File: src/rtl/l_mac_acc_if.sv
// l_mac_acc_if -- term/result bus of the saturating MAC accumulator.
//   master : term producer; drives in_valid, in_first, in_last, msu, init, a, b
//            and receives out_valid, out, ovf.
//   slave  : the accumulator itself (mirror of master).
// DW is the operand width, AW the accumulator/result width (AW = 2*DW).
interface l_mac_acc_if #(
  parameter int DW = 16,
  parameter int AW = 2 * DW
);
  logic                 in_valid;
  logic                 in_first;
  logic                 in_last;
  logic                 msu;
  logic signed [AW-1:0] init;
  logic signed [DW-1:0] a;
  logic signed [DW-1:0] b;
  logic                 out_valid;
  logic signed [AW-1:0] out;
  logic                 ovf;

  modport master (
    output in_valid, in_first, in_last, msu, init, a, b,
    input  out_valid, out, ovf
  );

  modport slave (
    input  in_valid, in_first, in_last, msu, init, a, b,
    output out_valid, out, ovf
  );
endinterface

File: src/rtl/l_mac_acc.sv
// l_mac_acc -- two-stage saturating multiply-accumulate (L_mac / L_msu).
//   clk   : clock, all state updates on the rising edge
//   reset : asynchronous, active-high
//   bus   : l_mac_acc_if.slave
//     in_valid/in_first/in_last/msu/init/a/b : one term per cycle, no backpressure
//     out_valid : one-cycle pulse per last term; out/ovf hold between pulses
// Stage 1 forms the doubled, saturated product; stage 2 adds or subtracts it
// into the accumulator with saturation and a sticky overflow flag.
// AW must equal 2*DW.
module l_mac_acc #(
  parameter int DW = 16,
  parameter int AW = 2 * DW
) (
  input logic        clk,
  input logic        reset,
  l_mac_acc_if.slave bus
);

  localparam logic signed [AW-1:0] ACC_MAX = {1'b0, {(AW-1){1'b1}}};
  localparam logic signed [AW-1:0] ACC_MIN = {1'b1, {(AW-1){1'b0}}};
  localparam logic signed [DW-1:0] OP_MIN  = {1'b1, {(DW-1){1'b0}}};

  // ---------------- stage 1: L_mult product ----------------
  logic signed [AW-1:0] prod_raw;
  logic signed [AW-1:0] prod_sat;
  logic                 prod_ovf;

  // The exact DW x DW product fits in AW bits; only doubling (-1)*(-1) overflows.
  assign prod_raw = bus.a * bus.b;

  // NOTE: every output of an always_comb gets a default first so no path can
  // leave it unassigned and infer a latch.
  always_comb begin
    prod_sat = prod_raw <<< 1;
    prod_ovf = 1'b0;
    if (bus.a == OP_MIN && bus.b == OP_MIN) begin
      prod_sat = ACC_MAX;
      prod_ovf = 1'b1;
    end
  end

  logic                 s1_valid;
  logic signed [AW-1:0] s1_p;
  logic                 s1_msu;
  logic                 s1_first;
  logic                 s1_last;
  logic signed [AW-1:0] s1_init;
  logic                 s1_povf;

  // NOTE: sequential state is written only with non-blocking assignments so
  // every register samples the pre-edge values of the others.
  always_ff @(posedge clk or posedge reset) begin
    if (reset) begin
      s1_valid <= 1'b0;
      s1_p     <= '0;
      s1_msu   <= 1'b0;
      s1_first <= 1'b0;
      s1_last  <= 1'b0;
      s1_init  <= '0;
      s1_povf  <= 1'b0;
    end else begin
      s1_valid <= bus.in_valid;
      // Qualifiers and init are only captured with a valid term.
      if (bus.in_valid) begin
        s1_p     <= prod_sat;
        s1_msu   <= bus.msu;
        s1_first <= bus.in_first;
        s1_last  <= bus.in_last;
        s1_init  <= bus.init;
        s1_povf  <= prod_ovf;
      end
    end
  end

  // ---------------- stage 2: saturating accumulate ----------------
  logic signed [AW-1:0] acc;
  logic                 sticky;
  logic signed [AW-1:0] src;
  logic signed [AW:0]   sum_wide;
  logic signed [AW-1:0] acc_next;
  logic                 sticky_next;

  assign src = s1_first ? s1_init : acc;

  always_comb begin
    // One guard bit is enough to detect overflow of a single add/subtract.
    sum_wide    = s1_msu ? ({src[AW-1], src} - {s1_p[AW-1], s1_p})
                         : ({src[AW-1], src} + {s1_p[AW-1], s1_p});
    acc_next    = sum_wide[AW-1:0];
    sticky_next = (s1_first ? 1'b0 : sticky) | s1_povf;
    if (sum_wide[AW] != sum_wide[AW-1]) begin
      acc_next    = sum_wide[AW] ? ACC_MIN : ACC_MAX;
      sticky_next = 1'b1;
    end
  end

  // NOTE: reset clears every stage-2 register as well, so a vector open at
  // reset is abandoned and the accumulator restarts from zero.
  always_ff @(posedge clk or posedge reset) begin
    if (reset) begin
      acc           <= '0;
      sticky        <= 1'b0;
      bus.out       <= '0;
      bus.ovf       <= 1'b0;
      bus.out_valid <= 1'b0;
    end else begin
      bus.out_valid <= s1_valid & s1_last;
      if (s1_valid) begin
        acc    <= acc_next;
        sticky <= sticky_next;
        if (s1_last) begin
          bus.out <= acc_next;
          bus.ovf <= sticky_next;
        end
      end
    end
  end

endmodule
File: src/flat_wrapper.sv
// flat-port wrapper written by rule: the top's interface ports become plain ports
module l_mac_acc_flat 
#(
  parameter int DW = 16,
  parameter int AW = 2 * DW
)
  (clk, reset, bus_in_valid, bus_in_first, bus_in_last, bus_msu, bus_init, bus_a, bus_b, bus_out_valid, bus_out, bus_ovf);
  l_mac_acc_if #(.DW(DW), .AW(AW)) bus_i ();
  input logic clk;
  input logic reset;
  input wire logic [$bits(bus_i.in_valid)-1:0] bus_in_valid;
  input wire logic [$bits(bus_i.in_first)-1:0] bus_in_first;
  input wire logic [$bits(bus_i.in_last)-1:0] bus_in_last;
  input wire logic [$bits(bus_i.msu)-1:0] bus_msu;
  input wire logic [$bits(bus_i.init)-1:0] bus_init;
  input wire logic [$bits(bus_i.a)-1:0] bus_a;
  input wire logic [$bits(bus_i.b)-1:0] bus_b;
  output wire logic [$bits(bus_i.out_valid)-1:0] bus_out_valid;
  output wire logic [$bits(bus_i.out)-1:0] bus_out;
  output wire logic [$bits(bus_i.ovf)-1:0] bus_ovf;
  assign bus_i.in_valid = bus_in_valid;
  assign bus_i.in_first = bus_in_first;
  assign bus_i.in_last = bus_in_last;
  assign bus_i.msu = bus_msu;
  assign bus_i.init = bus_init;
  assign bus_i.a = bus_a;
  assign bus_i.b = bus_b;
  assign bus_out_valid = bus_i.out_valid;
  assign bus_out = bus_i.out;
  assign bus_ovf = bus_i.ovf;
  l_mac_acc #(.DW(DW), .AW(AW)) u_core (.clk(clk), .reset(reset), .bus(bus_i));
endmodule
File: config.mk
export PLATFORM = sky130hd
export DESIGN_NAME = l_mac_acc_flat
export DESIGN_NICKNAME = d
export VERILOG_FILES = /design/src/rtl/l_mac_acc_if.sv /design/src/rtl/l_mac_acc.sv /design/src/flat_wrapper.sv
export SDC_FILE = /design/constraint.sdc
export NUM_CORES = 1
export LEC_CHECK = 0
export ABC_AREA = 1
export CORE_MARGIN = 1.5
export CORE_UTILIZATION = 30
export DETAILED_ROUTE_END_ITERATION = 8
export GPL_ROUTABILITY_DRIVEN = 0
export GPL_TIMING_DRIVEN = 0
export HOLD_SLACK_MARGIN = 0.08
export PLACE_DENSITY_LB_ADDON = 0.08
export SETUP_SLACK_MARGIN = 0.3
export SLEW_MARGIN = 10
export SYNTH_ARGS = -nofsm -noshare
export SYNTH_HDL_FRONTEND = slang
export SYNTH_SLANG_ARGS = --single-unit
File: constraint.sdc
create_clock -name clk -period 13 [get_ports clk]
set_input_delay 3.25 -clock clk [delete_from_list [all_inputs] [get_ports clk]]
set_output_delay 3.25 -clock clk [all_outputs]
set_load 0.03 [all_outputs]
* Word level (Yosys, flattened, before mapping)
Cells that the tools add are included.
** Word-level totals
- Bits in registers :: 136
- Bits in latches :: 0
- Memory bits (writable) :: 0
- Memory bits (read-only) :: 0
- Input port bits :: 70
- Memories kept :: 0
** Operators by class
- Add/sub/neg operators :: 2
- $mul :: 1
- Divide/modulo/power cells :: 0
- $lt $le $gt $ge :: 0
- Equal/unequal tests :: 3
- Shifts and indexed selects :: 0
- Mux-type cells :: 8
- Bitwise logic cells :: 2
- Reduce and logical (&&, ||, !) cells :: 2
** Operators with widths (count)
- $mux 32 :: 4
- $add 32x32->33 :: 1
- $mux 33 :: 1
- $sub 32x32->33 :: 1
- $eq 16x16->1 const B :: 2
- $mul 16x16->31 :: 1
- $mux 1 :: 3
- $reduce_and 2->1 :: 1
- $and 1x1->1 :: 1
- $logic_and 1x1->1 :: 1
- $ne 1x1->1 :: 1
- $or 1x1->1 :: 1

* Depth between registers and ports, before layout
- Word-level depth :: 5
- Depth in mapped cells :: 29

* Worst setup path after synthesis
OpenSTA, ideal clock, no wires.
- Kind :: in2reg
- From :: input bus_a[15]
- To :: register u_core.s1_p[30]
- Setup time :: 117 ps
- Arrival :: 8560 ps
- Setup slack :: 4323 ps
- Stages on the path :: 23
- Buffers on the path :: 2
- Cells stage by stage :: buf_2 -> clkbuf_1 -> nand2_1 -> inv_1 -> fa_1 -> inv_1 -> fa_1 -> inv_1 -> fa_1 -> fa_1 -> inv_1 -> fa_1 -> inv_1 -> fa_1 -> ha_1 -> inv_1 -> nor3_1 -> nand2_1 -> or2_2 -> nand4_1 -> nand2_1 -> o21ai_1 -> inv_1
** Between the ends
- Word-level cells in the longest chain between the ends :: 3
** Ends and longest elaborated chain
- start: declaration :: line flat_wrapper.sv:16 : input wire logic [$bits(bus_i.a)-1:0] bus_a;
- branches (longest 2 deep; another with $mul 16x16->31)
- $mux 32 * :: line l_mac_acc.sv:36 : if (bus.a == OP_MIN && bus.b == OP_MIN) begin
- end signal: assignment :: line l_mac_acc.sv:65 : s1_p <= prod_sat;
- end: declaration :: line l_mac_acc.sv:43 : logic signed [AW-1:0] s1_p;
Mark *: on every way between the ends.
A chain may end at the register's enable or synchronous reset.

* Worst setup path after layout
- From :: input bus_a[3]
- To :: register u_core.s1_p[30]
Same word-level chain as after synthesis.

==> results_dict.tcl <==
set metrics [dict create \
    synth-compound-area-share 0.0724 \
    clockBufferDepth 2 \
    fmax_mhz 107 \
    crit_buf_inv 6 \
    route.detailed.drc 0 \
    layout_worst_path_cycle_share 0.722 \
    reg2reg_depth 27 \
    grt_pass1_wl_um 98200 \
    regArea_mm2 0.00338 \
    crit_arrival_ps 9730 \
    synth-simple-area-share 0.238 \
    r2r-start "u_core.s1_p[0]$_DFFE_PP0P_" \
    overflow 0 \
    holdPathStages 2 \
    synth_top_cell_area_share 0.269 \
    endpoint_kind "flip-flop" \
    first_pass_iters 5 \
    synth.net_count 3048 \
    coreArea_mm2 0.0630 \
    grt_use_total 0.201 \
    pin_count 104 \
    hpwl_um 52200 \
    required_ps 13340 \
    synth_cell_types 49 \
    synth-seq-cells 135 \
    synth-edff-count 0 \
    routedWlPerCell_um 17.4 \
    initial_core_util 0.303 \
    postCtsSetupBuffers 0 \
    drtIter0Drc 1041 \
    die_y_um 255 \
    cts.sinks 135 \
    ys_seq_area_frac 0.177 \
    cp_slowest_cell "clkdlybuf4s50_1" \
    avgSynthCellArea_um2 7.32 \
    numPortBuffers 73 \
    drive_gt1_frac 0.0520 \
    synth_mux_area_frac 0 \
    path_cells "clkdlybuf4s50_1 > clkbuf_1 > nand2_1 > inv_1 > fa_1 > fa_1 > ha_1 > fa_1 > inv_1 > fa_1 > fa_1 > inv_1 > ha_1 > a21oi_1 > a21boi_1 > o21ai_0 > nand2_1 > nand2_1 > nand2_1 > a31oi_1 > o21ai_1 > inv_1" \
    layout_min_cycle_time_ps 9390 \
    regToRegSetupSlack_ps 8480 \
    async_reset_ff_frac 1.00 \
    ys.warnings.count 0 \
    wl_um 62000 \
    hold_viol 0 \
    critPathLaunchType "input port" \
    synth_cells 2608 \
    yosysMostFrequentCell "nand2_1" \
    htreeDepth 4 \
    grt_max_degree 92 \
    grt_pass1_vias 17300 \
    synth_area_leaders "fa_1 27%, dfrtp_1 18%, nand2_1 15%" \
    area.growth.synth_to_final_pct 13.2 \
    clockRootBuffer "clkbuf_16" \
    cts_tree "built" \
    die_area_mm2 0.0652 \
    critPathMaxStageDelay_ps 800 \
    num_antenna_cells 0 \
    vias_per_cell 4.60 \
    rows 92 \
    maxSlewViolCount 0 \
    cts_buffers 17 \
    nets 3141 \
    synthFlopType "dfrtp_1" \
    rsz0062_at_grt "no" \
    netlist_area_mm2 0.0191 \
    synth_top_family_by_area "adder cells" \
    antenna_left 0 \
    relSlewSlack 0.368 \
    antenna_found_initial 0 \
    tightest_slew_ps 948 \
    worstHoldStart "u_core.bus.out[8]$_DFFE_PP0P_" \
    synth_adder_area_share 0.344 \
    cp_common_cell "fa_1" \
    crit_fanout 10 \
    synth_common_cells "780 x nand2_1, 576 x inv_1, 257 x fa_1" \
    cts_resized 0 \
    path_delay_family "adder cells" \
    maxCapViolCount 0 \
    finClkSkew_ps 12.4 \
    fill_cells 6877 \
    insertion_delay_ps 450 \
    multi_input_area_mm2 0.0131 \
    synth_xor_area_frac 0.0298 \
    outcome "completed" \
    finalSetupViolations 0 \
    die_x_um 255 \
    reg2reg_to "u_core.acc[27]$_DFFE_PP0P_" \
    criticalPathCategory "input port to flip-flop" \
    whs_endpoint "u_core.bus.out[8]$_DFFE_PP0P_" \
    hold_class "flip-flop to flip-flop" \
    yosys.area.top_type "fa_1" \
    clkTransAtPathRegs_ps 60 \
    dr_total_vias 16400 \
    tns_ps 0 \
    hold_buffers 0 \
]
-- cells by family after synthesis --
| group | Yosys count |
|---|---|
| simple gates | 1094 |
| buf+inv | 688 |
| fa+ha+maj | 370 |
| compound gates | 256 |
| flops | 135 |
| xor+xnor | 65 |
-- cell type report --
class	count	share of cell area
Buffer	104	0.0214
Timing Repair Buffer	74	0.0351
Tap cell	846	0.0490
Sequential cell	135	0.156
Inverter	584	0.102
Multi-Input combinational cell	1785	0.604
Clock buffer	18	0.0203
Clock inverter	13	0.0116
-- worst max path at each step --
stage | from | to | cells past startpoint
final | bus_a[3] | u_core.s1_p[30]$_DFFE_PP0P_ | 22
after global routing | bus_a[3] | u_core.s1_p[29]$_DFFE_PP0P_ | 25
after CTS | bus_a[3] | u_core.s1_p[29]$_DFFE_PP0P_ | 25
after detailed placement | bus_a[3] | u_core.s1_p[29]$_DFFE_PP0P_ | 25
after global placement | bus_a[3] | u_core.s1_p[29]$_DFFE_PP0P_ | 25
after floorplan | bus_a[15] | u_core.s1_p[30]$_DFFE_PP0P_ | 23
-- cell usage in the layout (no fill, tap or decap), types with 3 or more instances in the layout --
| master | synthesis | final |
|---|---|---|
| nor2_1 | 132 | 132 |
| o21bai_1 | 13 | 13 |
| clkbuf_16 | 0 | 17 |
| o22ai_1 | 4 | 4 |
| nand2_2 | 55 | 55 |
| a21oi_1 | 97 | 97 |
| o211ai_1 | 5 | 5 |
| o21ai_0 | 115 | 115 |
| xor2_1 | 44 | 44 |
| nand3_1 | 45 | 45 |
| ha_1 | 113 | 113 |
| bufinv_16 | 0 | 7 |
| inv_1 | 576 | 575 |
| a32oi_1 | 4 | 4 |
| clkdlybuf4s50_1 | 0 | 73 |
| clkbuf_1 | 81 | 81 |
| or2_2 | 12 | 12 |
| buf_6 | 6 | 6 |
| clkinv_1 | 3 | 3 |
| xnor2_1 | 21 | 21 |
| clkinv_2 | 0 | 3 |
| nand4_1 | 17 | 17 |
| inv_2 | 5 | 5 |
| dfrtp_1 | 135 | 135 |
| nor4_1 | 11 | 11 |
| o21ai_1 | 4 | 4 |
| nand2_1 | 780 | 780 |
| buf_4 | 4 | 4 |
| nor3_1 | 17 | 17 |
| nand3b_1 | 6 | 6 |
| buf_2 | 9 | 9 |
| buf_1 | 4 | 4 |
| nor2_2 | 6 | 6 |
| fa_1 | 257 | 257 |
-- stage by stage --
| step | cells | worst slack, ps | hold WS [ps] | utilization | cell area, um2 |
|---|---|---|---|---|---|
| finish | 3559 | 3610 | 474 | 0.343 | 21600 |
| global route | 3559 | 3270 | 496 | 0.343 | 21600 |
| CTS | 3559 | 3670 | 482 | 0.343 | 21600 |
| detailed placement | 3528 | 3190 | 464 | 0.332 | 20900 |
| global placement | 3527 | 3140 | 461 | 0.332 | 20900 |
| floorplan | 2608 | 4320 | 442 | - | 19100 |
-- state kept, by name (all words and copies together) (netlist names) --
register	count
u_core.s1_valid	1
u_core.acc	32
u_core.sticky	1
u_core.s1_first	1
u_core.s1_last	1
u_core.bus.ovf	1
u_core.s1_init	32
u_core.bus.out_valid	1
u_core.s1_p	32
u_core.bus.out	32
u_core.s1_msu	1
-- routing by layer --
metal | up-vias | share of wire | global-route usage
met5 | - | 0 | 0
met3 | 71 | 0.048 | 0.0280
met2 | 407 | 0.49 | 0.355
li1 | 7920 | - | -
met1 | 7969 | 0.43 | 0.251
met4 | 0 | 0.030 | 0.0649
-- worst min-delay path, cell delays in order, from the launching register on --
cell,delay (ps)
dfrtp_1,340
nand2_1,50
nand2_1,50
Power is not shown: default switching activity piles up to over one toggle a cycle in this logic, so the estimate is an artifact.
